===== config.mk =====
export PLATFORM = sky130hd
export DESIGN_NAME = mem_req_arbiter_flat
export DESIGN_NICKNAME = d
export VERILOG_FILES = /design/src/rtl/mem_req_arbiter_if.sv /design/src/rtl/mem_req_arbiter.sv /design/src/flat_wrapper.sv
export SDC_FILE = /design/constraint.sdc
export NUM_CORES = 1
export LEC_CHECK = 0
export BUFFER_PORTS_ARGS = -buffer_cell sky130_fd_sc_hd__buf_2
export CAP_MARGIN = 20
export CORE_AREA = 2 2 106 108
export DETAILED_ROUTE_END_ITERATION = 16
export DIE_AREA = 0 0 108 110
export SKIP_LAST_GASP = 1
export SLEW_MARGIN = 20
export SYNTH_ARGS = -nofsm -noshare
export SYNTH_HDL_FRONTEND = slang
export SYNTH_SLANG_ARGS = --single-unit
export TNS_END_PERCENT = 10

===== constraint.sdc =====
create_clock -name CLK -period 2.89 [get_ports CLK]
set_input_delay 0.289 -clock CLK [delete_from_list [all_inputs] [get_ports CLK]]
set_output_delay 0.289 -clock CLK [all_outputs]
set_load 0.005 [all_outputs]

===== src/rtl/mem_req_arbiter_if.sv =====
// mem_req_arbiter_if: core instruction/data request streams, halt handshake and the shared RAM port.
// The arbiter takes the slave side; the core and RAM model take the master side.
interface mem_req_arbiter_if;
    logic        iREN;
    logic [31:0] iaddr;
    logic [31:0] iload;
    logic        iwait;
    logic        dREN;
    logic        dWEN;
    logic [31:0] daddr;
    logic [31:0] dstore;
    logic [31:0] dload;
    logic        dwait;
    logic        halt;
    logic        halted;
    logic        ramREN;
    logic        ramWEN;
    logic [31:0] ramaddr;
    logic [31:0] ramstore;
    logic [31:0] ramload;
    logic [1:0]  ramstate;
    modport slave (
        input  iREN, iaddr, dREN, dWEN, daddr, dstore, halt, ramload, ramstate,
        output iload, iwait, dload, dwait, halted, ramREN, ramWEN, ramaddr, ramstore
    );
    modport master (
        output iREN, iaddr, dREN, dWEN, daddr, dstore, halt, ramload, ramstate,
        input  iload, iwait, dload, dwait, halted, ramREN, ramWEN, ramaddr, ramstore
    );
endinterface


===== src/rtl/mem_req_arbiter.sv =====
// mem_req_arbiter: shares one RAM port between instruction and data streams, data-first with
// a starvation bound for fetches, and drains data traffic on halt before reporting halted.
module mem_req_arbiter #(
    parameter int DSTARVE_MAX = 4
) (
    input logic CLK,
    input logic nRST,
    mem_req_arbiter_if.slave bus
);
    typedef enum logic [1:0] {IDLE, DSERV, ISERV} state_t;
    state_t     state, next_state;
    logic [3:0] dcount;
    logic       halt_pend, halted_q;
    logic       access, dreq, force_i, halted_now, iacc, dacc;

    assign access     = bus.ramstate == 2'd2;
    assign dreq       = bus.dREN | bus.dWEN;
    assign force_i    = bus.iREN & !halt_pend & (dcount == 4'(DSTARVE_MAX));
    // halted is visible in the very IDLE cycle that completes the drain, then held by halted_q
    assign halted_now = halted_q | (halt_pend & state == IDLE & !dreq);

    always_comb
        next_state = state == IDLE ? (halted_now ? IDLE :
                                      dreq && !force_i ? DSERV :
                                      bus.iREN && !halt_pend ? ISERV : IDLE)
                                   : (access ? IDLE : state);

    always_ff @(posedge CLK or negedge nRST)
        if (!nRST) begin
            state     <= IDLE;
            dcount    <= 4'd0;
            halt_pend <= 1'b0;
            halted_q  <= 1'b0;
        end else begin
            state <= next_state;
            if (bus.halt) halt_pend <= 1'b1;
            if (halted_now) halted_q <= 1'b1;
            if (state == IDLE)
                dcount <= (next_state == ISERV || !bus.iREN) ? 4'd0 :
                          (next_state == DSERV && dcount != 4'(DSTARVE_MAX)) ? dcount + 4'd1 : dcount;
        end

    assign iacc         = state == ISERV && access;
    assign dacc         = state == DSERV && access;
    assign bus.ramREN   = state == ISERV || (state == DSERV && !bus.dWEN);
    assign bus.ramWEN   = state == DSERV && bus.dWEN;
    assign bus.ramaddr  = state == ISERV ? bus.iaddr : state == DSERV ? bus.daddr : 32'd0;
    assign bus.ramstore = bus.ramWEN ? bus.dstore : 32'd0;
    assign bus.iwait    = !iacc;
    assign bus.dwait    = !dacc;
    assign bus.iload    = iacc ? bus.ramload : 32'd0;
    assign bus.dload    = dacc ? bus.ramload : 32'd0;
    assign bus.halted   = halted_now;
endmodule


===== src/flat_wrapper.sv =====
// flat-port wrapper written by rule: the top's interface ports become plain ports
module mem_req_arbiter_flat 
#(
    parameter int DSTARVE_MAX = 4
)
  (CLK, nRST, bus_iREN, bus_iaddr, bus_dREN, bus_dWEN, bus_daddr, bus_dstore, bus_halt, bus_ramload, bus_ramstate, bus_iload, bus_iwait, bus_dload, bus_dwait, bus_halted, bus_ramREN, bus_ramWEN, bus_ramaddr, bus_ramstore);
  mem_req_arbiter_if bus_i ();
  input logic CLK;
  input logic nRST;
  input wire logic [$bits(bus_i.iREN)-1:0] bus_iREN;
  input wire logic [$bits(bus_i.iaddr)-1:0] bus_iaddr;
  input wire logic [$bits(bus_i.dREN)-1:0] bus_dREN;
  input wire logic [$bits(bus_i.dWEN)-1:0] bus_dWEN;
  input wire logic [$bits(bus_i.daddr)-1:0] bus_daddr;
  input wire logic [$bits(bus_i.dstore)-1:0] bus_dstore;
  input wire logic [$bits(bus_i.halt)-1:0] bus_halt;
  input wire logic [$bits(bus_i.ramload)-1:0] bus_ramload;
  input wire logic [$bits(bus_i.ramstate)-1:0] bus_ramstate;
  output wire logic [$bits(bus_i.iload)-1:0] bus_iload;
  output wire logic [$bits(bus_i.iwait)-1:0] bus_iwait;
  output wire logic [$bits(bus_i.dload)-1:0] bus_dload;
  output wire logic [$bits(bus_i.dwait)-1:0] bus_dwait;
  output wire logic [$bits(bus_i.halted)-1:0] bus_halted;
  output wire logic [$bits(bus_i.ramREN)-1:0] bus_ramREN;
  output wire logic [$bits(bus_i.ramWEN)-1:0] bus_ramWEN;
  output wire logic [$bits(bus_i.ramaddr)-1:0] bus_ramaddr;
  output wire logic [$bits(bus_i.ramstore)-1:0] bus_ramstore;
  assign bus_i.iREN = bus_iREN;
  assign bus_i.iaddr = bus_iaddr;
  assign bus_i.dREN = bus_dREN;
  assign bus_i.dWEN = bus_dWEN;
  assign bus_i.daddr = bus_daddr;
  assign bus_i.dstore = bus_dstore;
  assign bus_i.halt = bus_halt;
  assign bus_i.ramload = bus_ramload;
  assign bus_i.ramstate = bus_ramstate;
  assign bus_iload = bus_i.iload;
  assign bus_iwait = bus_i.iwait;
  assign bus_dload = bus_i.dload;
  assign bus_dwait = bus_i.dwait;
  assign bus_halted = bus_i.halted;
  assign bus_ramREN = bus_i.ramREN;
  assign bus_ramWEN = bus_i.ramWEN;
  assign bus_ramaddr = bus_i.ramaddr;
  assign bus_ramstore = bus_i.ramstore;
  mem_req_arbiter #(.DSTARVE_MAX(DSTARVE_MAX)) u_core (.CLK(CLK), .nRST(nRST), .bus(bus_i));
endmodule

Word level (Yosys, flattened, before mapping)
Cells that the tools add are included.
W data, S select, Z words.
{ "totals": {"reg_bits": 8, "latch_bits": 0, "ramBits": 0, "romBits": 0, "inputBits": 136, "out_inout_bits": 133, "elab_cells": 49, "n_memories": 0} }
{ "op_classes": {"add_sub_neg": 1, "n_mul": 0, "div_mod_pow": 0, "n_lt_le_gt_ge": 0, "eq_ne": 7, "shift": 0, "muxes": 12, "bitwise_logic": 6, "reduce_logical": 19} }
{ "ops": {"columns": ["op", "n"], "rows": [
  ["$mux W32", 5],
  ["$mux W2", 5],
  ["$mux W4", 2],
  ["$logic_and A1 B1 Y1", 7],
  ["$logic_not A1 Y1", 7],
  ["$eq A2 B2 Y1 const B", 3],
  ["$add A4 B1 Y4 const B", 1],
  ["$and A1 B1 Y1", 4],
  ["$eq A2 B1 Y1 const B", 2],
  ["$eq A4 B3 Y1 const B", 1],
  ["$ne A4 B3 Y1 const B", 1],
  ["$logic_not A2 Y1", 1],
  ["$logic_or A1 B1 Y1", 2],
  ["$or A1 B1 Y1", 2],
  ["$reduce_and A2 Y1", 1],
  ["$reduce_bool A2 Y1", 1]
]} }

Logic depth before layout (Yosys ltp)
Gate-level depths: netlist (run 1).
{ "logic_depth": {"word_depth": 12, "mapped_depth": 7, "mapped_depth_nobuf": 7} }

Least setup slack after synthesis (run 1)
No wires, ideal clock.
{ "synth_path": {"path_type": "reg-to-reg", "from": "register u_core.dcount[0]", "to": "register u_core.dcount[2]", "setup_time_ps": 120, "t_arrival_ps": 1515, "required_ps": 2770, "slack_ps": 1255, "path_stages_with_launch": 8, "n_path_buf": 0, "synth_period_minus_slack_ps": 1635, "path_cell_list": "dfrtp_1 > inv_1 > ha_1 > and3b_1 > o211ai_1 > a221oi_2 > a21oi_2 > a31o_1"} }
{ "synth_via": {"elab_chain_len": 11, "elab_cells_between_ends": 17, "classes_between": "add/sub (1); eq/ne (4); mux (5); bitwise (1); reduce/logical (6)"} }
{ "synth_rtl": {"columns": ["item", "line", "text"], "rows": [
  ["start: declaration", "mem_req_arbiter.sv:12", "logic [3:0] dcount;"],
  ["start signal: assignment", "mem_req_arbiter.sv:39", "dcount <= (next_state == ISERV || !bus.iREN) ? 4'd0 :"],
  ["$eq A4 B3 Y1", "mem_req_arbiter.sv:18", "assign force_i = bus.iREN & !halt_pend & (dcount == 4'(DSTARVE_MAX));"],
  ["$and A1 B1 Y1", "mem_req_arbiter.sv:18", null],
  ["$logic_not A1 Y1", "mem_req_arbiter.sv:24", "dreq && !force_i ? DSERV :"],
  ["$logic_and A1 B1 Y1", "mem_req_arbiter.sv:24", null],
  ["$mux W2", "mem_req_arbiter.sv:24", null],
  ["$mux W2 (2 in a row)", "mem_req_arbiter.sv:23", "next_state = state == IDLE ? (halted_now ? IDLE :"],
  ["$eq A2 B1 Y1 / $eq A2 B2 Y1 (equally long branches)", "mem_req_arbiter.sv:40, mem_req_arbiter.sv:39", null],
  ["$logic_and A1 B1 Y1 / $logic_or A1 B1 Y1 (equally long branches)", "mem_req_arbiter.sv:40, mem_req_arbiter.sv:39", null],
  ["$reduce_bool A2 Y1 (no source line)", null, null],
  ["$reduce_and A2 Y1 (no source line)", null, null]
]} }
Parallel ways exist; a longest one is shown, timed or not. The select of a mux whose other input is x is not followed.
A chain may end at the register's enable or synchronous reset.

Final worst setup path (run 1)
{ "layout_path": {"from": "register u_core.state[1]", "to": "output port bus_ramaddr[30]"} }
{ "layout_via": {"elab_chain_len": 3, "elab_cells_between_ends": 4, "classes_between": "eq/ne (2); mux (2)"} }
{ "layout_rtl": {"columns": ["item", "line", "text"], "rows": [
  ["start: declaration", "mem_req_arbiter.sv:11", "state_t state, next_state;"],
  ["start signal: assignment", "mem_req_arbiter.sv:35", "state <= next_state;"],
  ["$eq A2 B1 Y1", "mem_req_arbiter.sv:47", "assign bus.ramaddr = state == ISERV ? bus.iaddr : state == DSERV ? bus.daddr : 32'd0;"],
  ["$mux W32", "mem_req_arbiter.sv:47", null],
  ["$mux W32 (*)", "mem_req_arbiter.sv:47", null],
  ["end: declaration", "flat_wrapper.sv:26", "output wire logic [$bits(bus_i.ramaddr)-1:0] bus_ramaddr;"]
]} }
Mark *: on every way between the ends. The rest lies on a longest branch, timed or not.

==> results of run 1 <==
==> stage by stage <==
| stage | worst slack (ps) | cell area [um2] | util [%] | total power [mW] |
|---|---|---|---|---|
| global route | 420.0 | 3057 | 28.57 | 0.3900 |
| floorplan | 1255 | 1540 | - | 0.1283 |
| detailed placement | 833.0 | 3005 | 28.09 | 0.2357 |
| CTS | 578.3 | 3057 | 28.57 | 0.3749 |
| global placement | 876.4 | 3005 | 28.09 | 0.2347 |
| finish | 557.8 | 3057 | 28.57 | 0.3730 |
==> routing by layer <==
metal | vias up | part of all wire, % | GRT usage [%] | wire [um]
li1 | 1259 | - | - | -
met1 | 1194 | 37 | 16.09 | 3717
met2 | 168 | 49 | 27.81 | 4922
met3 | 6 | 14 | 6.878 | 1420
met4 | 2 | 0.45 | 2.015 | 46
met5 | - | 0.11 | 0 | 11
==> power by group through the flow <==
stage	combinational (mW)	sequential (mW)	clock, mW
global route	0.134	0.113	0.144
global placement	0.120	0.114	0
CTS	0.123	0.113	0.139
detailed placement	0.121	0.114	0
floorplan	0.0139	0.114	0
finish	0.122	0.113	0.138
==> registers in the layout, summed over array words and instances (netlist names) <==
| register | flops |
|---|---|
| u_core.halt_pend | 1 |
| u_core.halted_q | 1 |
| u_core.state | 2 |
| u_core.dcount | 4 |
==> synthesized netlist by cell type (2+ instances only) <==
library cell / instances
ha_1: 2
nand2_1: 6
inv_1: 4
nor2_1: 3
and2_1: 66
dfrtp_1: 8
and2b_1: 2
and3_1: 34
a22o_1: 32
buf_1: 2
clkbuf_1: 17
nor3b_1: 2
a31o_2: 2
nand2b_1: 2
==> logic make-up after synthesis <==
kind of cell	count (synthesis)	synth area share, %
adders and majority gates	2	1.624
DFF	8	13.00
AOI/OAI and AO/OA	48	27.54
buffers and inverters	26	6.985
and+or+nand+nor	126	50.85
==> cell type report <==
type | count | share of cell area (%)
Clock buffer | 3 | 1.351
Inverter | 4 | 0.4912
Multi-Input combinational cell | 176 | 40.44
Sequential cell | 8 | 6.549
Tap cell | 140 | 5.731
Timing Repair Buffer | 274 | 45.44
==> worst paths after layout <==
check | end | cells after the start | start
min | u_core.halt_pend | 2 | bus_halt
min in group asynchronous | u_core.dcount[3] | 2 | nRST
max in group asynchronous | u_core.dcount[0] | 2 | nRST
max | bus_ramaddr[30] | 4 | u_core.state[1]
min reg2reg | u_core.halt_pend | 1 | u_core.halt_pend
max reg2reg | u_core.dcount[2] | 7 | u_core.dcount[0]
==> placed cells by master (no fill, tap or decap), types with 2 or more instances in the layout <==
master / instances
a22o_1: 32
a31o_2: 2
and2_1: 66
and3_1: 34
buf_2: 268
buf_4: 5
clkbuf_8: 3
dfrtp_1: 8
ha_1: 2
inv_1: 4
nand2_1: 6
nand2b_1: 2
nor2_1: 3
nor3b_1: 2
==> timing repair <==
item / CTS / global route
hold buffers: 1 / 0
buffers inserted: 0 / 0
endpoints found under the hold margin: 8 / 0
==> impl_metrics.ini, run 1 <==
[synthesis]
yosys_most_used_dff = dfrtp_1
syn_avg_cell_area_um2 = 7.334
synth_area_leaders = and2_1, a22o_1, and3_1, dfrtp_1, clkbuf_1
yosys_warnings = 0
synth_enable_flop_cells = 0
synth-seq-cells = 8
ys_types = 42
synth_area_mm2 = 0.001540
async_flop_share_pct = 100.0
synth_top_area_cell = and2_1
synth_seq_area_share_pct = 13.00
syn-num-nets = 348
synth_top_area_share_pct = 26.81
synth_cells = 210

[global_route]
grt_pass1_wl_um = 13600
antenna_found_initial = 1
grt_pass1_vias = 2520
grt_overflow = 0
grt_max_degree = 55
grt.total_usage_pct = 15.03

[timing]
holdWs_ps = 252.4
slew_headroom_pct = 46.24
rsz0062_at_grt = no
period_share_pct = 80.70
maxSlewViolCount = 0
tightest_slew_ps = 806.4
period_needed_ps = 2332
timing.fmax_mhz = 428.8
hold_viol = 0
finalClockSkew_ps = 1.996
final-setup-viol-count = 0
fin_tns_setup_ps = 0

[clock_tree]
clkTransAtPathRegs_ps = 40
cts_buffers = 3
htreeDepth = 1
cts_num_sinks = 8
clock_path_buffers = 2
tritoncts = yes
cts-root-buf = clkbuf_8
clk_latency_ps = 230
post_cts_resized = 0

[die]
die-width_um = 108
rows = 38
start_util_pct = 14.40
coreArea_mm2 = 0.01070
ioPinCount = 269
die_area_mm2 = 0.01188
die_height_um = 110

[hold_path]
hp-class = input pin to flip-flop

[pwr]
pwr-share-clk_pct = 37.0
power_frac_comb_pct = 32.7
p_leak_nw = 2.047
sequentialPowerShare_pct = 30.3
powerDensity_mw_per_mm2 = 122.0
vdd_drop_max_v = 0.00008968
p_int_mw = 0.2744
sw_frac_of_total_pct = 26.44
p_sw_mw = 0.09862

[finish]
multi_input_area_mm2 = 0.001236
diodes = 0
fin_nets = 605
fin_cells = 605
nFillCells = 1192
drive_gt1_share_pct = 61.51
register_area_um2 = 200.2
area_growth_pct = 98.46

[setup_path]
cp.required_ps = 2600
path_cells = and2b_2 -> buf_4 -> a22o_1 -> buf_2
slowest_stage = and2b_2
cp_data_arrival_time_ps = 2040
critPathMaxStageDelay_ps = 780
path_class = flip-flop to primary output
r2r_slack_ps = 1020
start_kind = flip-flop
crit_buf_inv = 2
worst_setup_path_end_kind = primary output
critPathTopFamily = simple AND/OR/NAND/NOR gates
critPathMaxFanout = 54

[route]
drc = 0
ant_nets = 0
wl_um = 10120
drt_iter0_drc = 202
viasPerCell = 4.345
post_drt_wl_per_cell_um = 16.72
drtPass1Iterations = 4
num_vias = 2629

[place]
dpl.cell_count = 601
portBuffers = 268
gp_congestion = 0.8112
place_hpwl_um = 8586

[status]
outcome = complete, no violations

[job]
drv_cap = 0
Power figures use the tool's default switching activity.
==> inputs of run 2 (changes only) <==
- CORE_AREA: 2 2 106 108 -> 2 2 103 105
- DIE_AREA: 0 0 108 110 -> 0 0 105 107
- clock period: 2.89 -> 2.2 ns (I/O delays scaled with it)
==> impl_metrics.ini, run 2 (same netlist as run 1, synthesis figures left out) <==
[setup_path]
r2r_slack_ps = 370
r2r_end = u_core.dcount[2]
worst_setup_path_end_kind = primary output
critPathMaxFanout = 33
cp_data_arrival_time_ps = 1620
timing.rr.start = u_core.dcount[1]
start_kind = flip-flop
crit_path_start = u_core.state[0]
path_class = flip-flop to primary output
cp.required_ps = 1980
r2r_cells = 7

[route]
drc = 0
wl_um = 8624
met1_length_um = 3460
drt_iter0_drc = 176
dr_wl_met2_um = 4385
viasPerCell = 4.275
drtPass1Iterations = 4
post_drt_wl_per_cell_um = 14.35
wl_met3_um = 723
ant_nets = 0
top_layer = met4
num_vias = 2569

[pwr]
powerDensity_mw_per_mm2 = 156.0
p_leak_nw = 2.050
pwr-share-clk_pct = 36.4
vdd_drop_max_v = 0.0001265
sw_frac_of_total_pct = 24.74
p_total_mw = 0.4780
power_frac_comb_pct = 32.6
sequentialPowerShare_pct = 31.0
p_int_mw = 0.3598
p_sw_mw = 0.1183

[timing]
hold_viol = 0
final-setup-viol-count = 0
timing.fmax_mhz = 544.2
maxSlewViolCount = 0
period_needed_ps = 1838
tightest_slew_ps = 372.1
finalClockSkew_ps = 1.375
period_share_pct = 83.53
worst_slack_ps = 362.4
fin_tns_setup_ps = 0
slew_headroom_pct = 75.17
rsz0062_at_grt = no

[finish]
registers.top_by_ff_count = u_core.dcount
final_cell_mix = buf_2, and2_1, and3_1
largest_reg_flops = 4
fin_area_mm2 = 0.003064
layout_commonest_cell = buf_2
diodes = 0
area_growth_pct = 98.94
drive_gt1_share_pct = 61.51
fin_nets = 605
nFillCells = 1128
largestRegisters = u_core.dcount (4), u_core.state (2)

[clock_tree]
tritoncts = yes
post_cts_resized = 0
cts_num_sinks = 8
postCtsHoldBufs = 1
cts-root-buf = clkbuf_8
cts_buffers = 3
clkTransAtPathRegs_ps = 40
postCtsSetupBuffers = 0
clk_latency_ps = 230
htreeDepth = 1
clock_path_buffers = 2

[global_route]
grt.total_usage_pct = 13.60
grt_overflow = 0
grt_max_degree = 66
grt_pass1_wl_um = 12210
antenna_found_initial = 0
grt_pass1_vias = 2350

[hold_path]
min_from = bus_halt
worstHoldEndpoint = u_core.halt_pend
hp-class = input pin to flip-flop
holdPathStages = 2

[place]
portBuffers = 268
post_dp_cell_area_mm2 = 0.003013
place_hpwl_um = 7217
pre_cts_slack_ps = 370.3
gp_congestion = 0.7923

[die]
start_util_pct = 15.26
rows = 37
die_area_mm2 = 0.01124
ioPinCount = 269
coreArea_mm2 = 0.01009
die-width_um = 105
die_height_um = 107

[job]
drv_cap = 0

[status]
outcome = complete, no violations
-- run 2: cell counts in the layout (fill, tap and decap cells not counted) --
Identical to the previous run, type by type.
-- run 2: power by group through the flow --
stage | Combinational, mW | Sequential, mW | Clock (mW)
after global placement | 0.150 | 0.150 | 0
after floorplan | 0.0183 | 0.150 | 0
after CTS | 0.156 | 0.148 | 0.179
after global routing | 0.169 | 0.148 | 0.184
final | 0.156 | 0.148 | 0.174
after detailed placement | 0.153 | 0.150 | 0
-- run 2: area by class of cell --
class | count | area [um2] | area share (%)
Multi-Input combinational cell | 176 | 1236 | 40.34
Inverter | 4 | 15.01 | 0.4900
Sequential cell | 8 | 200.2 | 6.533
Tap cell | 136 | 170.2 | 5.553
Timing Repair Buffer | 274 | 1401 | 45.73
Clock buffer | 3 | 41.29 | 1.347
-- run 2: routing by layer --
| layer | GRT usage [%] | vias to the layer above |
|---|---|---|
| met5 | 0 | - |
| met4 | 2.571 | 0 |
| met3 | 2.006 | 4 |
| met2 | 25.28 | 144 |
| met1 | 16.65 | 1160 |
| li1 | - | 1261 |
-- run 2: worst max path at each step --
stage,endpoint,cells after the start,slack [ps]
2_1_floorplan,u_core.dcount[2],7,570
3_3_place_gp,u_core.dcount[2],7,450
3_5_place_dp,u_core.dcount[2],7,370
4_1_cts,bus_iload[8],5,350
5_1_grt,bus_iload[0],5,190
6_report,bus_iload[8],5,360
-- run 2: stage by stage --
step                util, %  hold slack (ps)  cells
floorplan                 -           -75.59    210
global placement      29.85            72.46    597
detailed placement    29.85            78.96    597
CTS                   30.36            198.2    601
global route          30.36            203.7    601
finish                30.36            192.3    601
-- run 2: critical path: stages (launching register included) --
cell     delay [ps]
dfrtp_1         450
or2b_1          260
nor2_1           90
buf_4           280
and2_1          190
buf_2           120
